==> src/rtl/hexa7seg_mensagem.sv <==
`default_nettype none
// ============================================================================
//  Module      : hexa7seg_mensagem
//  Description : Drives N_DISPLAYS active-low 7-segment displays from a
//                message of MSG_LEN 5-bit character codes. Supports static,
//                blink and scroll modes. Outputs are registered.
//  Revision    : 1.0 - initial release
// ============================================================================
module hexa7seg_mensagem #(
    parameter int N_DISPLAYS   = 6,
    parameter int MSG_LEN      = 8,
    parameter int BLINK_TICKS  = 25000000,
    parameter int SCROLL_TICKS = 25000000
) (
    input  logic                      clock,
    input  logic                      reset,
    input  logic                      habilita,
    input  logic [1:0]                modo,
    input  logic [5*MSG_LEN-1:0]      mensagem,
    output logic [7*N_DISPLAYS-1:0]   segs,
    output logic                      fim_ciclo
);

    // Shared divider must cover the longer of the two periods
    localparam int c_DIV_MAX = (BLINK_TICKS > SCROLL_TICKS) ? BLINK_TICKS : SCROLL_TICKS;
    localparam int c_CNT_W   = (c_DIV_MAX > 1) ? $clog2(c_DIV_MAX) : 1;
    localparam int c_OFF_W   = (MSG_LEN > 1) ? $clog2(MSG_LEN) : 1;

    localparam logic [c_CNT_W-1:0] c_BLINK_LAST  = c_CNT_W'(BLINK_TICKS - 1);
    localparam logic [c_CNT_W-1:0] c_SCROLL_LAST = c_CNT_W'(SCROLL_TICKS - 1);
    localparam logic [c_CNT_W-1:0] c_CNT_ONE     = c_CNT_W'(1);
    localparam logic [c_OFF_W-1:0] c_OFF_LAST    = c_OFF_W'(MSG_LEN - 1);
    localparam logic [c_OFF_W-1:0] c_OFF_ONE     = c_OFF_W'(1);

    // Display modes; 2'b11 falls through to the static behaviour
    localparam logic [1:0] c_MODO_STATIC = 2'b00;
    localparam logic [1:0] c_MODO_BLINK  = 2'b01;
    localparam logic [1:0] c_MODO_SCROLL = 2'b10;

    localparam logic [6:0] c_SEG_DASH  = 7'b0111111;
    localparam logic [6:0] c_SEG_BLANK = 7'b1111111;

    logic [c_CNT_W-1:0]        r_div_cnt;
    logic                      r_fase;
    logic [c_OFF_W-1:0]        r_offset;
    logic [1:0]                r_modo_ant;
    logic [7*N_DISPLAYS-1:0]   r_segs;
    logic                      r_fim_ciclo;

    logic [c_CNT_W-1:0]        w_div_nxt;
    logic                      w_fase_nxt;
    logic [c_OFF_W-1:0]        w_off_nxt;
    logic                      w_fim_nxt;
    logic [7*N_DISPLAYS-1:0]   w_segs_nxt;
    int                        w_idx;

    // Character code to active-low segment pattern (bit i = segment i)
    function automatic logic [6:0] f_decode(input logic [4:0] code);
        logic [6:0] seg;
        case (code)
            5'd0:    seg = 7'b1000000;
            5'd1:    seg = 7'b1111001;
            5'd2:    seg = 7'b0100100;
            5'd3:    seg = 7'b0110000;
            5'd4:    seg = 7'b0011001;
            5'd5:    seg = 7'b0010010;
            5'd6:    seg = 7'b0000010;
            5'd7:    seg = 7'b1111000;
            5'd8:    seg = 7'b0000000;
            5'd9:    seg = 7'b0010000;
            5'd10:   seg = 7'b0001000; // A
            5'd11:   seg = 7'b0000011; // b
            5'd12:   seg = 7'b1000110; // C
            5'd13:   seg = 7'b0100001; // d
            5'd14:   seg = 7'b0000110; // E
            5'd15:   seg = 7'b0001110; // F
            5'd16:   seg = 7'b1000010; // G
            5'd17:   seg = 7'b0001001; // H
            5'd18:   seg = 7'b1100001; // J
            5'd19:   seg = 7'b1000111; // L
            5'd20:   seg = 7'b0101011; // n
            5'd21:   seg = 7'b0100011; // o
            5'd22:   seg = 7'b0001100; // P
            5'd23:   seg = 7'b0101111; // r
            5'd24:   seg = 7'b0000111; // t
            5'd25:   seg = 7'b1000001; // U
            5'd26:   seg = 7'b0010001; // y
            5'd27:   seg = c_SEG_DASH;
            default: seg = c_SEG_BLANK;
        endcase
        return seg;
    endfunction

    // One-hot mux that picks character idx out of the packed message
    function automatic logic [4:0] f_pick(input logic [5*MSG_LEN-1:0] msg, input int idx);
        logic [4:0] code;
        code = 5'd31;
        for (int k = 0; k < MSG_LEN; k++) begin
            if (idx == k) begin
                code = msg[5*k +: 5];
            end
        end
        return code;
    endfunction

    // Next state of divider, blink phase and scroll offset
    always_comb begin
        w_div_nxt  = r_div_cnt;
        w_fase_nxt = r_fase;
        w_off_nxt  = r_offset;
        w_fim_nxt  = 1'b0;
        if (!habilita || (modo != r_modo_ant)) begin
            // Disabled or freshly switched: restart from offset 0, visible
            w_div_nxt  = '0;
            w_fase_nxt = 1'b1;
            w_off_nxt  = '0;
        end else if (modo == c_MODO_BLINK) begin
            if (r_div_cnt == c_BLINK_LAST) begin
                w_div_nxt  = '0;
                w_fase_nxt = ~r_fase;
            end else begin
                w_div_nxt  = r_div_cnt + c_CNT_ONE;
            end
        end else if (modo == c_MODO_SCROLL) begin
            if (r_div_cnt == c_SCROLL_LAST) begin
                w_div_nxt = '0;
                if (r_offset == c_OFF_LAST) begin
                    w_off_nxt = '0;
                    w_fim_nxt = 1'b1;
                end else begin
                    w_off_nxt = r_offset + c_OFF_ONE;
                end
            end else begin
                w_div_nxt = r_div_cnt + c_CNT_ONE;
            end
        end else begin
            // c_MODO_STATIC and the reserved code: counters parked
            w_div_nxt  = '0;
            w_fase_nxt = 1'b1;
            w_off_nxt  = '0;
        end
    end

    // Build the whole display image from the next-state view so every digit updates together
    always_comb begin
        w_segs_nxt = '1;
        w_idx      = 0;
        for (int d = 0; d < N_DISPLAYS; d++) begin
            // offset < MSG_LEN and d < N_DISPLAYS <= MSG_LEN, so one subtraction suffices
            w_idx = int'(w_off_nxt) + d;
            if (w_idx >= MSG_LEN) begin
                w_idx = w_idx - MSG_LEN;
            end
            if (!habilita) begin
                w_segs_nxt[7*d +: 7] = c_SEG_DASH;
            end else if (!w_fase_nxt) begin
                w_segs_nxt[7*d +: 7] = c_SEG_BLANK;
            end else begin
                w_segs_nxt[7*d +: 7] = f_decode(f_pick(mensagem, w_idx));
            end
        end
    end

    // State and output registers
    always_ff @(posedge clock or negedge reset) begin
        if (!reset) begin
            r_div_cnt   <= '0;
            r_fase      <= 1'b1;
            r_offset    <= '0;
            r_modo_ant  <= c_MODO_STATIC;
            r_segs      <= '1;
            r_fim_ciclo <= 1'b0;
        end else begin
            r_div_cnt   <= w_div_nxt;
            r_fase      <= w_fase_nxt;
            r_offset    <= w_off_nxt;
            r_modo_ant  <= modo;
            r_segs      <= w_segs_nxt;
            r_fim_ciclo <= w_fim_nxt;
        end
    end

    assign segs      = r_segs;
    assign fim_ciclo = r_fim_ciclo;

endmodule
`default_nettype wire
==> config.mk <==
export PLATFORM = sky130hd
export DESIGN_NAME = hexa7seg_mensagem
export DESIGN_NICKNAME = d
export VERILOG_FILES = /design/src/rtl/hexa7seg_mensagem.sv
export SDC_FILE = /design/constraint.sdc
export NUM_CORES = 1
export LEC_CHECK = 0
export CORE_UTILIZATION = 45
export CTS_CLUSTER_SIZE = 8
export DETAILED_ROUTE_END_ITERATION = 6
export PLACE_DENSITY = 0.7
export SLEW_MARGIN = 10
export SYNTH_ARGS = -nofsm -noshare
export SYNTH_HDL_FRONTEND = slang
export SYNTH_SLANG_ARGS = --single-unit
==> constraint.sdc <==
create_clock -name clock -period 4.9 [get_ports clock]
set_input_delay 0.98 -clock clock [delete_from_list [all_inputs] [get_ports clock]]
set_output_delay 0.98 -clock clock [all_outputs]
set_load 0.05 [all_outputs]
==> out/qor.csv <==
metric;value;unit
die_y;140;µm
synth_top_area_share;13.2;%
post-route-min-period;4.55;ns
antennaDiodeCount;0;
root_buffer;clkbuf_16;
final_cell_mix;188 x buf_4, 97 x nor2_1, 84 x clkdlybuf4s50_1, 65 x ha_1, 62 x nand2_1;
path_cells;clkdlybuf4s50_1 -> and2_1 -> o21ai_1 -> a21oi_1 -> or2_2 -> buf_4 -> ha_1 -> buf_4 -> or4_1 -> o211ai_1 -> or2_2 -> inv_1 -> ha_1 -> ha_1 -> a211oi_1 -> and3_1 -> a221oi_1;
yosysTopAreaCell;dfstp_2;
fin_crit_sh;92.9;%
hold_viol;0;
n_fill_cell;1661;
synth_edf_count;0;
yosys_warnings;0;
path_common_cell;ha_1;
slew_viol_final;0;
final_nets;1389;
syn2layout_area_growth;31.6;%
crit_arrival;4.83;ns
synthDistinctLibCells;105;
coreArea;18300;µm²
cp-start-kind;input port;
p_per_area;175;nW/µm²
setup.worst_path.end_class;register;
grt_pass1_wl;51500;µm
clock_skew;0.0135;ns
drv_cap;0;
rows;49;
gp_congestion;1.05;
synth_area_leaders;dfstp_2 13%, ha_1 10%, dfrtp_1 9.1%;
antenna_left;0;
grt_pass1_vias;9271;
synth-main-ff-cell;dfstp_2;
syn_avg_cell_area;8.15;µm²
grtUsageTotal;34.1;%
whs;0.493;ns
syn_inst;1047;
vdd_drop_max;0.162;mV
slowest_stage;clkdlybuf4s50_1;
wl_met2;15000;µm
crit_required;5.17;ns
drtIter0Drc;1037;
cpPeakStageDelay;0.55;ns
num_vias;9719;
placed_area;10900;µm²
seq_area_frac_synth;22.3;%
portBuffers;87;
power.leakage;0.00480;µW
setup_viol;0;
overflow;0;
status;finished, final reports clean;
clock.fmax;220;MHz
cts_buffers;9;
syn_nets;1160;
wl_met3;2600;µm
hpwl;25600;µm
ys_ff_latch;74;
tns;0;ns
clock-sinks;74;
critPathTopFamily;simple AND/OR/NAND/NOR gates;
path_class;input port to register;
synthArstFlopShare;100;%
path_max_fanout;11;
clk_latency;0.36;ns
die_area;19500;µm²
grt_start_max_net_pins;75;
drt-met1-wl;14300;µm
tritoncts;done;
layout-drive-gt1-share;26.0;%
timing.critical_path.buf_inv;4;
dr.pass1.iters;5;
antenna_found_initial;0;
clk_pin_slew;0.07;ns
htree_num_levels;3;
viasPerCell;6.44;
cts_max_path_buffers;2;
drc;0;
final_common_cell;buf_4;
pin_count;88;
top_layer;met4;
start_util;46.7;%
wl_per_cell;22.1;µm
wl;33400;µm
slew_headroom;35.1;%
post-route-cell-area;11200;µm²
worstHoldPathType;register to register;
die_w;140;µm
rsz0062_at_grt;false;
worst_pin_slew;0.974;ns
netlist_area;8530;µm²
-- logic make-up after synthesis --
| group | Yosys count | synth area share, % |
|---|---|---|
| xor gates and xnor gates | 26 | 2.67 |
| DFF | 74 | 22.3 |
| buffers and inverters | 115 | 6.26 |
| muxes | 55 | 6.74 |
| and+or+nand+nor | 364 | 22.7 |
| AOI/OAI and AO/OA | 345 | 29.4 |
| adders and majority gates | 68 | 9.97 |
-- routing by layer --
layer / up-vias / global-route usage (%)
met5: - / 0
met3: 97 / 4.96
met4: 0 / 16.2
met2: 527 / 54.5
met1: 4656 / 45.2
li1: 4439 / -
-- through the flow --
step | std cells | utilization (%) | power (µW) | worst slack (ns)
6_report | 1510 | 61.5 | 1970 | 0.348
3_3_place_gp | 1494 | 59.5 | 1280 | -0.173
3_5_place_dp | 1494 | 59.5 | 1280 | -0.314
5_1_grt | 1510 | 61.5 | 2050 | 0.119
4_1_cts | 1510 | 61.1 | 1970 | 0.0273
2_1_floorplan | 1047 | - | 1020 | 0.0490
-- sequential cells by signal, indices dropped and copies added (netlist names) --
name,count
r_offset,3
fim_ciclo,1
r_modo_ant,2
r_fase,1
segs,42
r_div_cnt,25
-- cells in the mapped netlist, types with 9 or more instances --
master,n
and3_1,16
xnor2_1,9
o21ai_0,51
ha_1,68
and2_1,16
a211oi_1,25
or3_1,10
nand3_1,54
a31oi_1,16
xor2_1,17
nand4_1,9
o21ai_1,13
mux2_2,19
dfrtp_1,31
nand2_1,62
nand2b_1,15
o22ai_1,9
a21oi_1,54
mux2i_1,35
nor2_1,97
inv_1,44
buf_2,26
clkbuf_1,22
dfstp_2,43
nor3_1,25
o211ai_1,27
o221ai_1,16
-- path summary, 6_finish.rpt --
kind	from	endpoint	slack [ns]	cells past startpoint
max reg2reg	r_offset[0]	segs[0]	0.51	17
min in group asynchronous	reset	r_div_cnt[13]	0.75	1
max in group asynchronous	reset	r_div_cnt[19]	3.52	1
min reg2reg	r_div_cnt[0]	r_div_cnt[0]	0.49	1
min	r_div_cnt[0]	r_div_cnt[0]	0.49	1
max	habilita	segs[0]	0.35	17
-- where the power goes --
part / total [µW] / internal, µW / leakage (µW) / switching [µW]
Sequential: 670 / 661 / 0.000881 / 9.67
Combinational: 614 / 242 / 0.00377 / 372
Clock: 683 / 359 / 0.000145 / 324
-- what timing repair did --
action                     4_1_cts  5_1_grt
gates resized for setup          0       14
setup buffers                    0        0
setup endpoints to repair        0       15
hold buffers                     0        0
-- worst register-to-register path: cells and delay by family (launching register included) --
family                     cells  cell delay (ns)
adders and majority gates      5             1.41
and+or+nand+nor                5             1.31
AOI/OAI and AO/OA              4             0.65
DFF                            1             0.53
buffers and inverters          3             0.41
-- cell type report --
type / instances / area, µm² / area share (%)
clock buffer: 9 / 225 / 2.01
clock inverter: 7 / 66.3 / 0.590
inverter: 53 / 201 / 1.79
multi-input combinational: 858 / 6160 / 54.8
sequential: 74 / 1910 / 17.0
tap: 229 / 287 / 2.55
timing repair buffer: 280 / 2390 / 21.3
No activity file was read; power rests on OpenSTA's default activity.
